**config.mk**
```make
export PLATFORM = sky130hd
export DESIGN_NAME = c3lib_scan_dff_bank
export DESIGN_NICKNAME = d
export VERILOG_FILES = /design/src/rtl/c3lib_scan_pkg.sv /design/src/rtl/c3lib_scan_shift_cnt.sv /design/src/rtl/c3lib_scan_dff_bank.sv
export SDC_FILE = /design/constraint.sdc
export NUM_CORES = 1
export LEC_CHECK = 0
export BUFFER_PORTS_ARGS = -buffer_cell sky130_fd_sc_hd__buf_2
export CAP_MARGIN = 20
export CORE_MARGIN = 5
export CORE_UTILIZATION = 44
export CTS_CLUSTER_DIAMETER = 50
export DETAILED_ROUTE_END_ITERATION = 6
export PLACE_DENSITY = 0.81
export SYNTH_ARGS = -nofsm -noshare
export SYNTH_HDL_FRONTEND = slang
export SYNTH_SLANG_ARGS = --single-unit
```
**constraint.sdc**
```tcl
create_clock -name clk -period 1.2 [get_ports clk]
set_input_delay 0.06 -clock clk [delete_from_list [all_inputs] [get_ports clk]]
set_output_delay 0.06 -clock clk [all_outputs]
set_load 0.01 [all_outputs]
```
**src/rtl/c3lib_scan_pkg.sv**
```systemverilog
// c3lib_scan_pkg: shared mode type and counter width helper for the scan flop bank
package c3lib_scan_pkg;
  typedef enum logic [1:0] {SCAN_HOLD, SCAN_LOAD, SCAN_SHIFT} scan_mode_e;
  function automatic int cnt_width(input int width);
    return $clog2(width + 1);
  endfunction
endpackage

```
**src/rtl/c3lib_scan_shift_cnt.sv**
```systemverilog
// c3lib_scan_shift_cnt: saturating shift counter that clears on idle, with full flag
module c3lib_scan_shift_cnt
  import c3lib_scan_pkg::*;
#(
  parameter int MAX = 8,
  localparam int CW = cnt_width(MAX)
) (
  input  logic          clk,
  input  logic          rst,
  input  logic          shift,
  output logic [CW-1:0] cnt,
  output logic          full
);
  assign full = cnt == CW'(MAX);
  always_ff @(posedge clk or posedge rst)
    if (rst) cnt <= '0;
    else cnt <= shift ? (full ? cnt : cnt + 1'b1) : '0;
endmodule

```
**src/rtl/c3lib_scan_dff_bank.sv**
```systemverilog
// c3lib_scan_dff_bank: scan-enabled register bank with optional shadow update stage
module c3lib_scan_dff_bank
  import c3lib_scan_pkg::*;
#(
  parameter int               WIDTH        = 8,
  parameter logic [WIDTH-1:0] RST_VAL      = '0,
  parameter bit               UPDATE_STAGE = 1'b1,
  localparam int              CW           = cnt_width(WIDTH)
) (
  input  logic             clk,
  input  logic             rst,
  input  logic [WIDTH-1:0] data_in,
  input  logic             data_en,
  input  logic             scan_en,
  input  logic             scan_in,
  output logic             scan_out,
  input  logic             update_en,
  output logic [WIDTH-1:0] data_out,
  output logic [CW-1:0]    shift_cnt,
  output logic             chain_full
);
  scan_mode_e       mode;
  logic [WIDTH-1:0] cap;
  always_comb mode = scan_en ? SCAN_SHIFT : data_en ? SCAN_LOAD : SCAN_HOLD;
  always_ff @(posedge clk or posedge rst)
    if (rst) cap <= RST_VAL;
    else cap <= mode == SCAN_SHIFT ? {cap[WIDTH-2:0], scan_in} :
                mode == SCAN_LOAD  ? data_in : cap;
  assign scan_out = cap[WIDTH-1];
  generate
    if (UPDATE_STAGE) begin : g_upd
      logic [WIDTH-1:0] upd;
      always_ff @(posedge clk or posedge rst)
        if (rst) upd <= RST_VAL;
        else if (update_en) upd <= cap;
      assign data_out = upd;
    end else begin : g_no_upd
      logic unused_update_en;
      assign unused_update_en = update_en;
      assign data_out = cap;
    end
  endgenerate
  c3lib_scan_shift_cnt #(.MAX(WIDTH)) u_cnt (
    .clk  (clk),
    .rst  (rst),
    .shift(scan_en),
    .cnt  (shift_cnt),
    .full (chain_full)
  );
endmodule

```
* After elaboration in Yosys (flattened, before gate mapping) *
Index checks and enable logic that the tools add are counted.

word-level totals
  register bits = 20
  bits of input ports = 14
  output and inout bits = 14

cells by class
  add/subtract/negate cells = 1
  equality and inequality tests = 4
  multiplexer cells = 6
  reductions and logical operators = 1

operators by type and width
  kind                                                              number
  8-bit two-way mux                                                 2
  4-bit two-way mux                                                 2
  4-bit by 1-bit adder with 4-bit output (second input constant)    1
  4-bit == test (second input constant)                             1
  2-bit by 1-bit == test with 1-bit output (second input constant)  1
  2-bit == test (second input constant)                             1
  2-bit two-way mux                                                 1
  2-bit != test (second input constant)                             1
  2-bit nonzero test                                                1
  1-bit two-way mux                                                 1

* Depth between registers and ports, before layout *
  word-level depth = 5
  gate-level depth with buffers = 5
  mapped depth without buffers = 5

* Modules after synthesis *
Synthesis repeated with hierarchy kept, for this count alone.

unflattened totals
  cells, all modules = 75
  area, all modules = 942.2 um^2

modules (own cells, without submodules)
  module                times used  cells each  area each (um^2)  seq. area each (um^2)
  c3lib_scan_dff_bank   1           52          708.2             400.4
  c3lib_scan_shift_cnt  1           23          234.0             100.1

* Worst setup path after synthesis *
Ideal clock, no wire load.

  path type = reg2reg
  from = register u_cnt.cnt[0]
  to = register u_cnt.cnt[0]
  arrival = 1.079 ns
  required time = 1.081 ns
  setup slack = 0.002 ns
  stages on the path, launching flop included = 6
  path buffers = 0
  period minus slack after synthesis = 1.198 ns
  cell sequence = dfrtp_1 > inv_1 > ha_1 > nand3b_4 > xnor2_1 > and2_1

between the ends
  word-level cells in the longest chain between the ends = 3
  elaborated cells on any way between the ends = 5
  classes of those cells = 1 x add/sub; 2 x eq/ne; 2 x mux

RTL lines
  item                                    line                        RTL
  start: declaration                      c3lib_scan_shift_cnt.sv:11  output logic [CW-1:0] cnt,
  start signal: assignment                c3lib_scan_shift_cnt.sv:17  else cnt <= shift ? (full ? cnt : cnt + 1'b1) : '0;
  4-bit by 1-bit adder with 4-bit output  c3lib_scan_shift_cnt.sv:17
  4-bit two-way mux (2 in series)         c3lib_scan_shift_cnt.sv:17

Parallel ways exist; a longest one is shown, timed or not. The select of a mux whose other input is x is not followed.
A chain may end at the register's enable or synchronous reset.

* Worst setup path in the final report *
  from = register u_cnt.cnt[1]
  to = output chain_full

between the ends
  word-level cells in the longest chain between the ends = 1

RTL lines
  item              line                        RTL
  4-bit == test     c3lib_scan_shift_cnt.sv:14  assign full = cnt == CW'(MAX);
  end: declaration  c3lib_scan_dff_bank.sv:20   output logic chain_full

Every way passes these cells.

==> implementation parameters <==
Parameter                              Value

Critical path
  Data arrival at the endpoint of the critical path ... 1200 ps
  Setup crit start kind ... flop
  Critical Path End Type ... output port
  Worst-path fanout max ... 4
  Required time at the endpoint of the critical path ... 1140 ps
  Critical setup path kind ... reg2out
  Cell depth of the worst flop-to-flop path ... 5

Cells and area
  Antenna diode count ... 0
  Final instance area ... 1170 um^2
  Share of cells above drive strength 1 ... 0.468
  Number of nets in the layout ... 126
  Area grow syn2layout ... 30.4%
  Non-Filler Instances ... 136

Synthesis
  EDFF count, synth ... 0
  Post-synth design cell area ... 896 um^2
  Post-Syn Area per Cell ... 12.1 um^2
  Top area cells in the synthesized netlist ... dfrtp_1 (56%), mux2i_1 (10%), mux2_2 (10%)
  Mapped Nets ... 90
  Top FF cell, synth ... dfrtp_1
  Seq/Total Area, Yosys ... 0.559
  Commonest cells in the netlist ... dfrtp_1 (20), mux2i_1 (9), nand2_1 (9), o21ai_0 (9), mux2_2 (8)
  Synth Instances ... 74
  Synthesis warning total ... 0
  Number of distinct library cells after synthesis ... 16
  Cell taking the most area after synthesis ... dfrtp_1
  Fraction of synthesis flops using an asynchronous set or reset pin ... 1.00
  FF+latch count, synth ... 20
  Most common cell in the netlist ... dfrtp_1
  Fraction of synthesized cell area taken by the top area cell type ... 0.559

Outcome
  Failing checks ... setup timing
  Result of the run ... finished with violations

Hold path
  Hold-critical path depth ... 3
  Kind of path behind the tightest hold check ... in2reg

Routing
  Final WL ... 1900 um
  Vias per inst ... 4.76
  Number of antenna-violating nets in the routed design ... 0
  Number of violations reported at the end of detailed-routing iteration 0 ... 2
  Via count ... 648
  Residual DRC count ... 0
  Avg WL per Cell ... 13.9 um
  First drt pass iteration count ... 3

Clocking
  Root Buffer Master ... clkbuf_4
  TritonCTS clock tree ... built
  Number of buffers created by CTS ... 3
  Number of clock sinks ... 20
  Clock latency at the later pin of the worst-skew pair ... 300 ps
  H-tree depth ... 1
  Clock Path Buffers ... 2
  Clock Pin Slew Worst Setup and Hold Paths ... 110 ps

Power
  Share of total power in sequential cells ... 0.532
  Total power draw ... 1.52 mW
  Fraction of power consumed by combinational cells ... 0.207
  Fraction of power spent switching nets ... 0.272
  Design internal power ... 1.11 mW
  Part of the total power dissipated in the clock network ... 0.260
  Switching Power ... 0.415 mW
  Ratio of total power to cell area ... 1300 nW/um^2
  Static leakage ... 0.606 nW
  Peak supply drop ... 0.000889 V

STA
  Minimum period implied by the final worst setup slack ... 1260 ps
  FMAX ... 796 MHz
  Final setup slack of the worst path ... -56.7 ps
  Worst clock skew on the final layout ... 1.72 ps
  Unrepaired setup endpoints after global routing ... true
  Final period util ... 1.05
  Slew Limit Fails ... 0
  Normalized max-slew margin ... 0.796
  Sum of negative setup slack ... -56.7 ps
  Transition time at the pin with the least slew margin ... 306 ps
  Final setup violating endpoints ... 1
  Final hold vios ... 0

Place
  PortBufs ... 27
  Cell Area, Placed ... 1060 um^2
  Placed cell count ... 127
  Placer congestion estimate ... 0.710

Global route
  Global-route met2 utilization ... 0.244
  Total track usage ... 0.143
  Via count of the first global-routing pass ... 635
  Busiest layer in global routing ... met2
  Residual overflow from global routing ... 0
  Global-route wire length before repair ... 2980 um
  Met1 GRT Util ... 0.177
  Maximum number of pins on one net before global-route repair ... 22
  Met3 layer usage reported by global route ... 0.0349
  Antenna violations before repair ... 0

Floorplan
  Effective utilization at floorplan ... 0.461
  Row cnt ... 16
  Area of the placeable core ... 1940 um^2
  I/O pin total ... 28
  Die Wd ... 55.1 um
  Area of the die ... 3040 um^2
  Die H ... 55.1 um

Run
  Maximum Capacitance Violations ... 0
through the flow:
stage                     hold slack (ps)   util  setup slack (ps)
after CTS                            41.6  0.602             -53.7
after global routing                 68.1  0.602              -105
after floorplan                      23.8      -              1.84
after detailed placement             99.3  0.547              1.07
final                                43.5  0.602             -56.7
after global placement               94.0  0.547              68.4
power groups by stage:
stage | Combinational, mW | Clock [mW] | Sequential (mW)
after global placement | 0.276 | 0 | 0.817
after CTS | 0.322 | 0.403 | 0.813
after floorplan | 0.140 | 0 | 0.848
after detailed placement | 0.289 | 0 | 0.825
final | 0.316 | 0.397 | 0.812
after global routing | 0.351 | 0.428 | 0.822
layout by cell type, fill, tap and decap left out:
cell,netlist,layout
a21oi_1,1,1
and2_1,2,2
buf_2,2,25
buf_4,0,6
buf_6,1,2
clkbuf_4,0,3
clkbuf_8,0,1
dfrtp_1,20,20
dlygate4sd3_1,0,2
ha_2,0,1
ha_4,0,1
inv_1,4,1
inv_2,0,3
mux2_2,8,8
mux2i_1,9,9
nand2_1,9,9
nand3_1,2,2
nand3b_4,1,1
nor2b_1,1,1
o21ai_0,9,8
o21ai_1,0,1
xnor2_1,2,2
worst max-delay path, stage by stage, from the launching register on:
cell and delay (ps):
dfrtp_1 420, inv_2 80, ha_4 150, nand3b_4 100
inv_2 70, buf_6 90
repair_timing:
item,4_1_cts,5_1_grt
resized for setup,8,1
endpoints found under the hold margin,21,0
gates cloned,0,0
buffers inserted,4,0
hold buffers,2,0
setup endpoints to repair,3,3
pin swaps,1,0
path summary, 6_finish.rpt:
| path | startpoint | to | slack (ps) |
|---|---|---|---|
| max | u_cnt.cnt[1] | chain_full | -60 |
| min | data_in[5] | cap[5] | 40 |
| max reg2reg | u_cnt.cnt[1] | u_cnt.cnt[1] | 60 |
| min reg2reg | cap[6] | cap[7] | 510 |
| max in group asynchronous | rst | data_out[5] | 690 |
| min in group asynchronous | rst | u_cnt.cnt[0] | 300 |
registers in the layout (all words and copies together) (netlist names):
name,cells
data_out,8
u_cnt.cnt,4
cap,8
layout make-up:
type                       count  area, um^2
fill                         181         773
clock buffer                   4        36.3
inverter                       4        15.0
timing repair buffer          35         213
tap                           27        33.8
sequential                    20         500
multi-input combinational     46         370
routing by layer:
| layer | up-vias | wire length (um) |
|---|---|---|
| met5 | - | 0 |
| met4 | 0 | 10 |
| met3 | 2 | 101 |
| met2 | 18 | 966 |
| met1 | 311 | 817 |
| li1 | 317 | - |
kinds of logic after synthesis:
family | after synthesis | synth area share
buffers and inverters | 8 | 0.0447
xor gates and xnor gates | 2 | 0.0196
AOI/OAI and AO/OA | 10 | 0.0559
adders and majority gates | 2 | 0.0279
and+or+nand+nor | 15 | 0.0922
muxes | 17 | 0.201
DFF | 20 | 0.559
Power figures use the tool's default switching activity.
